File: config.mk
export PLATFORM = sky130hd
export DESIGN_NAME = fetch_buffer_flat
export DESIGN_NICKNAME = d
export VERILOG_FILES = /design/src/rtl/fetch_buffer_if.sv /design/src/rtl/fetch_buffer.sv /design/src/flat_wrapper.sv
export SDC_FILE = /design/constraint.sdc
export NUM_CORES = 1
export LEC_CHECK = 0
export CORE_MARGIN = 8
export CORE_UTILIZATION = 55
export CTS_CLUSTER_DIAMETER = 80
export CTS_CLUSTER_SIZE = 25
export DETAILED_ROUTE_END_ITERATION = 8
export MAX_ROUTING_LAYER = met4
export PLACE_DENSITY = 0.89
export SLEW_MARGIN = 0
export SYNTH_ARGS = -nofsm -noshare
export SYNTH_HDL_FRONTEND = slang
export SYNTH_SLANG_ARGS = --single-unit
File: constraint.sdc
create_clock -name clk -period 4.15 [get_ports clk]
set_input_delay 0.83 -clock clk [delete_from_list [all_inputs] [get_ports clk]]
set_output_delay 0.83 -clock clk [all_outputs]
set_load 0.01 [all_outputs]
File: src/rtl/fetch_buffer_if.sv
// Fetch buffer bus: redirect, instruction ROM port
// and show-ahead decode handshake.
interface fetch_buffer_if #(
  parameter int PC_W    = 5,
  parameter int INSTR_W = 18,
  parameter int DEPTH   = 4
);
  localparam int CW = $clog2(DEPTH) + 1;

  logic               redirect;
  logic [PC_W-1:0]    redirect_pc;
  logic [PC_W-1:0]    rom_addr;
  logic [INSTR_W-1:0] rom_data;
  logic               dec_ready;
  logic               dec_valid;
  logic [PC_W-1:0]    dec_pc;
  logic [INSTR_W-1:0] dec_instr;
  logic [CW-1:0]      count;
  logic               halted;

  modport master (
    input  redirect, redirect_pc, rom_data, dec_ready,
    output rom_addr, dec_valid, dec_pc, dec_instr,
    output count, halted
  );

  modport slave (
    output redirect, redirect_pc, rom_data, dec_ready,
    input  rom_addr, dec_valid, dec_pc, dec_instr,
    input  count, halted
  );
endinterface

File: src/rtl/fetch_buffer.sv
// Instruction fetch buffer: sequential ROM fetch into
// a small show-ahead FIFO feeding decode.
module fetch_buffer #(
  parameter int PC_W    = 5,
  parameter int INSTR_W = 18,
  parameter int DEPTH   = 4
) (
  input  logic          clk,
  input  logic          rst_n,
  fetch_buffer_if.master bus
);
  localparam int AW = (DEPTH > 1) ? $clog2(DEPTH) : 1;
  localparam int CW = $clog2(DEPTH) + 1;

  logic [PC_W-1:0]    fpc_q, fpc_d;
  logic [AW-1:0]      head_q, head_d;
  logic [AW-1:0]      tail_q, tail_d;
  logic [CW-1:0]      count_q, count_d;
  logic               halted_q, halted_d;
  logic [PC_W-1:0]    pc_mem_q [DEPTH];
  logic [INSTR_W-1:0] ins_mem_q [DEPTH];

  logic full, can_fetch, enq, deq, blank;

  assign full      = (count_q == CW'(DEPTH));
  assign can_fetch = !full && !halted_q && !bus.redirect;
  assign blank     = (bus.rom_data == '0);
  assign enq       = can_fetch && !blank;
  assign deq       = (count_q != '0) && bus.dec_ready
                   && !bus.redirect;

  always_comb begin
    fpc_d    = fpc_q;
    head_d   = head_q;
    tail_d   = tail_q;
    count_d  = count_q;
    halted_d = halted_q;
    if (bus.redirect) begin
      fpc_d    = bus.redirect_pc;
      head_d   = tail_q;
      count_d  = '0;
      halted_d = 1'b0;
    end else begin
      if (enq) begin
        tail_d = tail_q + AW'(1);
        fpc_d  = fpc_q + PC_W'(1);
      end
      if (can_fetch && blank)
        halted_d = 1'b1;
      if (deq)
        head_d = head_q + AW'(1);
      if (enq && !deq)
        count_d = count_q + CW'(1);
      else if (deq && !enq)
        count_d = count_q - CW'(1);
    end
  end

  always_ff @(posedge clk or negedge rst_n) begin
    if (!rst_n) begin
      fpc_q    <= '0;
      head_q   <= '0;
      tail_q   <= '0;
      count_q  <= '0;
      halted_q <= 1'b0;
    end else begin
      fpc_q    <= fpc_d;
      head_q   <= head_d;
      tail_q   <= tail_d;
      count_q  <= count_d;
      halted_q <= halted_d;
    end
  end

  // Storage is not reset; count gates visibility.
  always_ff @(posedge clk) begin
    if (enq) begin
      pc_mem_q[tail_q]  <= fpc_q;
      ins_mem_q[tail_q] <= bus.rom_data;
    end
  end

  assign bus.rom_addr  = fpc_q;
  assign bus.count     = count_q;
  assign bus.halted    = halted_q;
  assign bus.dec_valid = (count_q != '0);
  assign bus.dec_pc    = bus.dec_valid
                       ? pc_mem_q[head_q] : '0;
  assign bus.dec_instr = bus.dec_valid
                       ? ins_mem_q[head_q] : '0;
endmodule
File: src/flat_wrapper.sv
// flat-port wrapper written by rule: the top's interface ports become plain ports
module fetch_buffer_flat 
#(
  parameter int PC_W    = 5,
  parameter int INSTR_W = 18,
  parameter int DEPTH   = 4
)
  (clk, rst_n, bus_redirect, bus_redirect_pc, bus_rom_data, bus_dec_ready, bus_rom_addr, bus_dec_valid, bus_dec_pc, bus_dec_instr, bus_count, bus_halted);
  fetch_buffer_if #(.PC_W(PC_W), .INSTR_W(INSTR_W), .DEPTH(DEPTH)) bus_i ();
  input  logic clk;
  input  logic rst_n;
  input wire logic [$bits(bus_i.redirect)-1:0] bus_redirect;
  input wire logic [$bits(bus_i.redirect_pc)-1:0] bus_redirect_pc;
  input wire logic [$bits(bus_i.rom_data)-1:0] bus_rom_data;
  input wire logic [$bits(bus_i.dec_ready)-1:0] bus_dec_ready;
  output wire logic [$bits(bus_i.rom_addr)-1:0] bus_rom_addr;
  output wire logic [$bits(bus_i.dec_valid)-1:0] bus_dec_valid;
  output wire logic [$bits(bus_i.dec_pc)-1:0] bus_dec_pc;
  output wire logic [$bits(bus_i.dec_instr)-1:0] bus_dec_instr;
  output wire logic [$bits(bus_i.count)-1:0] bus_count;
  output wire logic [$bits(bus_i.halted)-1:0] bus_halted;
  assign bus_i.redirect = bus_redirect;
  assign bus_i.redirect_pc = bus_redirect_pc;
  assign bus_i.rom_data = bus_rom_data;
  assign bus_i.dec_ready = bus_dec_ready;
  assign bus_rom_addr = bus_i.rom_addr;
  assign bus_dec_valid = bus_i.dec_valid;
  assign bus_dec_pc = bus_i.dec_pc;
  assign bus_dec_instr = bus_i.dec_instr;
  assign bus_count = bus_i.count;
  assign bus_halted = bus_i.halted;
  fetch_buffer #(.PC_W(PC_W), .INSTR_W(INSTR_W), .DEPTH(DEPTH)) u_core (.clk(clk), .rst_n(rst_n), .bus(bus_i));
endmodule
Yosys cells after proc, flatten, opt, wreduce, memory -nomap -nowiden
Memory sizes are Yosys's and may differ from the RTL's.
Index checks and enable logic that the tools add are counted.
W data, S select, Z words.
{"block": "word_totals", "ff_bits": 13, "mem_bits_rw": 92, "input_bits": 27, "output_inout_bits": 33, "word_cells": 48, "memories": 2}
{"name": "u_core.ins_mem_q", "words": 4, "width": 18, "rd": 1, "rd_ports_with_merged_regs": 0, "wr": 1, "line": "fetch_buffer.sv:21", "text": "logic [INSTR_W-1:0] ins_mem_q [DEPTH];"}
{"name": "u_core.pc_mem_q", "words": 4, "width": 5, "rd": 1, "rd_ports_with_merged_regs": 0, "wr": 1, "line": "fetch_buffer.sv:20", "text": "logic [PC_W-1:0] pc_mem_q [DEPTH];"}
{"block": "op_classes", "n_addsub": 5, "eq_ne": 1, "n_mux": 13, "bitwise_logic": 1, "reduce_logical": 21}
{"operator": "$logic_not A18 Y1", "n": 1}
{"operator": "$mux W18", "n": 1}
{"operator": "$mux W5", "n": 3}
{"operator": "$mux W3", "n": 3}
{"operator": "$logic_and A1 B1 Y1", "n": 8}
{"operator": "$logic_not A1 Y1", "n": 6}
{"operator": "$reduce_bool A2 Y1", "n": 3}
{"operator": "$reduce_bool A3 Y1", "n": 2}
{"operator": "$add A5 B1 Y5 const B", "n": 1}
{"operator": "$add A2 B1 Y2 const B", "n": 2}
{"operator": "$mux W1", "n": 4}
{"operator": "$mux W2", "n": 2}
{"operator": "$add A3 B1 Y3 const B", "n": 1}
{"operator": "$eq A3 B3 Y1 const B", "n": 1}
{"operator": "$sub A3 B1 Y3 const B", "n": 1}
{"operator": "$reduce_and A2 Y1", "n": 1}
{"operator": "$not A1 Y1", "n": 1}

Longest topological paths before layout
{"block": "depth", "ltp_word": 10, "mapped_depth": 9, "depth_no_buf": 8}

Worst setup path after synthesis
No wires, ideal clock.
{"block": "synth_timing", "path_kind": "input port to flip-flop", "from": "input bus_rom_data[4]", "to": "register u_core.count_q[2], in the netlist u_core.bus.count[2]", "setup_ns": 0.128, "arrival_time_ns": 2.759, "required_ns": 4.022, "slack_ns": 1.264, "stages": 9, "n_path_buf": 1, "path_cell_list": "nor4_1 > nand3_1 > o21ai_4 > buf_4 > nor2_1 > fa_1 > and3_1 > mux2i_1 > mux2_1"}
{"block": "synth_between", "elab_chain_len": 6, "elab_cells_between_ends": 9, "classes_between": "mux (2); reduce/logical (7)"}
{"element": "start: declaration", "line": "flat_wrapper.sv:14", "text": "input wire logic [$bits(bus_i.rom_data)-1:0] bus_rom_data;"}
{"element": "$logic_not A18 Y1 (*)", "line": "fetch_buffer.sv:27", "text": "assign blank = (bus.rom_data == '0);"}
{"element": "$logic_not A1 Y1 (*)", "line": "fetch_buffer.sv:28", "text": "assign enq = can_fetch && !blank;"}
{"element": "$logic_and A1 B1 Y1 (*)", "line": "fetch_buffer.sv:28"}
{"element": "$logic_and A1 B1 Y1 or $logic_not A1 Y1 (tied branches)", "line": "fetch_buffer.sv:52, fetch_buffer.sv:54"}
{"element": "$mux W3 or $logic_and A1 B1 Y1 (tied branches)", "line": "fetch_buffer.sv:52, fetch_buffer.sv:54"}
{"element": "$mux W3 or $reduce_bool A3 Y1 (tied branches)"}
{"element": "end signal: assignment", "line": "fetch_buffer.sv:70", "text": "count_q <= count_d;"}
{"element": "end: declaration", "line": "fetch_buffer.sv:18", "text": "logic [CW-1:0] count_q, count_d;"}
Mark *: on every way between the ends. The rest lies on a longest branch, timed or not.
A chain may end at the register's enable or synchronous reset.

Final worst setup path
{"block": "layout_timing", "from": "register u_core.head_q[0]", "to": "output bus_dec_instr[17]"}
{"block": "layout_between", "elab_chain_len": 2}
{"element": "start: declaration", "line": "fetch_buffer.sv:16", "text": "logic [AW-1:0] head_q, head_d;"}
{"element": "start signal: assignment", "line": "fetch_buffer.sv:62", "text": "head_q <= '0;"}
{"element": "start signal: assignment", "line": "fetch_buffer.sv:68", "text": "head_q <= head_d;"}
{"element": "$mem_v2 Z4 W18"}
{"element": "$mux W18", "line": "fetch_buffer.sv:90", "text": "? ins_mem_q[head_q] : '0;"}
{"element": "end: declaration", "line": "flat_wrapper.sv:19", "text": "output wire logic [$bits(bus_i.dec_instr)-1:0] bus_dec_instr;"}
No other way between the ends.

==> impl_metrics.json <==
{
  "cp.arrival_ns": 2.53,
  "use_met3_pct": 3.56,
  "grt-ovfl-total": 0,
  "ctsResizeCount": 0,
  "peakVddDrop_uv": 401,
  "critPathMaxFanout": 17,
  "pwr-share-clk_pct": 18.5,
  "final_cell_mix": "edfxtp_1 (92), clkdlybuf4s50_1 (59), mux4_2 (23), and2_1 (23), dfrtp_1 (13)",
  "worstSetupPathType": "flop to output port",
  "timing.final.crit_share_pct": 81.0,
  "hpwl_um": 5480,
  "final_util_pct": 68.4,
  "final.min_clock_period_ns": 3.36,
  "finClkSkew_ns": 0.0136,
  "grt_max_degree": 27,
  "yosysWarnings": 0,
  "finalWirelength_um": 8100,
  "synth_enable_flop_cells": 92,
  "placedInstanceArea_mm2": 0.00506,
  "start_util_pct": 56.3,
  "layout.nets": 339,
  "syn_avg_cell_area_um2": 18.0,
  "drtIter0Drc": 72,
  "std_cell_rows": 32,
  "use_met2_pct": 25.6,
  "synth_flop_cell": "edfxtp_1",
  "antenna_found_initial": 0,
  "h-tree-depth": 3,
  "cts_tree": "built",
  "drive_gt1_share_pct": 18.0,
  "cts_buffer_depth": 2,
  "hold_class": "flop to flop",
  "syn-num-nets": 274,
  "portBuffers": 59,
  "holdBufCountCts": 0,
  "synth_seq_area_share_pct": 71.4,
  "finalHoldViolations": 0,
  "cts.clk_slew.worst_paths_ns": 0.09,
  "detail_route.wl_per_cell_um": 19.6,
  "top_usage_layer": "met2",
  "worst_slack_ns": 0.788,
  "vias_per_cell": 5.59,
  "final_antenna_net_count": 0,
  "layout_commonest_cell": "edfxtp_1",
  "sw_frac_of_total_pct": 30.2,
  "slowest_stage": "dfrtp_1",
  "cp_cell_sequence": "buf_12 -> mux4_2 -> and2_1 -> clkdlybuf4s50_1",
  "endpoint_kind": "output port",
  "ys_seq_elements": 105,
  "root_buffer": "clkbuf_8",
  "cellLeakagePower_nw": 1.79,
  "fillers": 518,
  "rsz0062_at_grt": "no",
  "final_area_mm2": 0.00526,
  "comb_power_share_pct": 37.0,
  "drcViolationCount": 0,
  "core_area_mm2": 0.00769,
  "worstPathRequired_ns": 3.32,
  "report.final.slew_viol_count": 0,
  "finalSetupViolCount": 0,
  "powerDensity_mw_per_mm2": 650,
  "switchingPower_mw": 1.03,
  "die_y_um": 105,
  "grt_use_met1_pct": 18.7,
  "start_kind": "flop",
  "grt_pass1_wl_um": 13100,
  "post_cts_buffers": 0,
  "route.vias.total": 2310,
  "insertion_delay_ns": 0.36,
  "post-place-ws_ns": 0.665,
  "grt_pass1_vias": 2452,
  "diodes": 0,
  "maxCapViolations": 0,
  "intPower_mw": 2.38,
  "relSlewSlack_pct": 40.7,
  "finalSetupTns_ns": 0,
  "tightest_slew_ns": 0.889,
  "gp_congestion": 0.796,
  "power.sequential.fraction_pct": 44.5,
  "synthCells": 241,
  "die_area_mm2": 0.0110,
  "status": "finished clean",
  "synth_cell_type_count": 35,
  "num_io_pins": 60,
  "async_flop_share_pct": 12.4,
  "max_freq_mhz": 297,
  "cts-buffers-inserted": 9,
  "clock-sinks": 105,
  "grt_usage_pct": 15.7,
  "first_pass_iters": 4,
  "netlist_area_mm2": 0.00433,
  "crit_buf_inv": 2,
  "area_delta_synth_final_pct": 21.6,
  "die_w_um": 105,
  "cp_top_family": "buffers and inverters",
  "critical_path.max_stage_delay_ns": 0.72
}
-- worst register-to-register path: cells and delay by family (launching register included) --
kind	cells	cell delay, ns
multiplexers	2	0.48
flip-flops	1	0.43
AND/OR/NAND/NOR	4	1.29
adder cells (fa/ha/maj)	1	0.38
-- power by group through the flow --
stage / Clock (mW) / Combinational [mW] / Sequential, mW
after global routing: 0.686 / 1.37 / 1.54
after global placement: 0 / 1.27 / 1.53
final: 0.633 / 1.26 / 1.52
after CTS: 0.644 / 1.29 / 1.52
after detailed placement: 0 / 1.29 / 1.55
after floorplan: 0 / 0.772 / 1.49
-- cell type report --
cell class	instances	area (um^2)	share of cell area, %
Clock buffer	9	124	2.35
Clock inverter	7	75.1	1.43
Inverter	9	33.8	0.642
Multi-Input combinational cell	114	1150	21.9
Sequential cell	105	3090	58.7
Tap cell	102	128	2.43
Timing Repair Buffer	67	663	12.6
-- cell usage after synthesis, types with 2 or more instances --
library cell  number  area [um^2]
or3_1              3         18.8
buf_2              4         20.0
mux2_1             3         33.8
ha_1               5         62.6
edfxtp_1          92         2760
nor2_1            12         45.0
dfrtp_1           13          325
clkbuf_1           7         26.3
nand3_1            4         20.0
xnor2_1            2         17.5
o21ai_0            6         30.0
mux2i_1            2         20.0
mux4_2            23          518
and2_1            23          144
nor4_1             4         25.0
nand2_1            8         30.0
xor2_1             3         26.3
nor2b_1            2         12.5
inv_1              9         33.8
-- logic make-up after synthesis --
kind of cell | Yosys count | share of synthesized area, %
and+or+nand+nor | 62 | 7.84
AOI/OAI and AO/OA | 11 | 1.74
muxes | 29 | 13.5
buffers and inverters | 22 | 2.28
xor gates and xnor gates | 6 | 1.39
adders and majority gates | 6 | 1.91
DFF | 105 | 71.4
-- path summary, 6_finish.rpt --
kind / slack, ns / endpoint / cells after the start / from
setup / recovery: 0.79 / bus_dec_instr[17] / 4 / u_core.head_q[0]
hold / removal: 0.58 / u_core.bus.halted / 1 / u_core.bus.halted
setup reg to reg: 1.46 / u_core.bus.count[2] / 7 / u_core.bus.count[0]
hold reg to reg: 0.58 / u_core.bus.halted / 1 / u_core.bus.halted
max in group asynchronous: 2.92 / u_core.tail_q[0] / 1 / rst_n
min in group asynchronous: 0.84 / u_core.bus.halted / 1 / rst_n
-- flip-flops by register name (all words and copies together), names as in the netlist --
| register | count |
|---|---|
| u_core.bus.count | 3 |
| u_core.pc_mem_q | 20 |
| u_core.head_q | 2 |
| u_core.bus.rom_addr | 5 |
| u_core.tail_q | 2 |
| u_core.bus.halted | 1 |
| u_core.ins_mem_q | 72 |
-- routing by layer --
layer / part of all wire, % / wire length, um
met1: 43 / 3520
met2: 51 / 4130
met3: 4.0 / 322
met4: 1.6 / 131
met5: 0 / 0
-- per-stage QoR --
stage               hold slack, ns  power (mW)  instances
floorplan                    0.516        2.26        241
global placement             0.552        2.79        397
detailed placement           0.559        2.84        397
CTS                          0.585        3.46        413
global route                 0.604        3.60        413
finish                       0.583        3.42        413
Note: power is estimated with default switching activity, not from simulation.
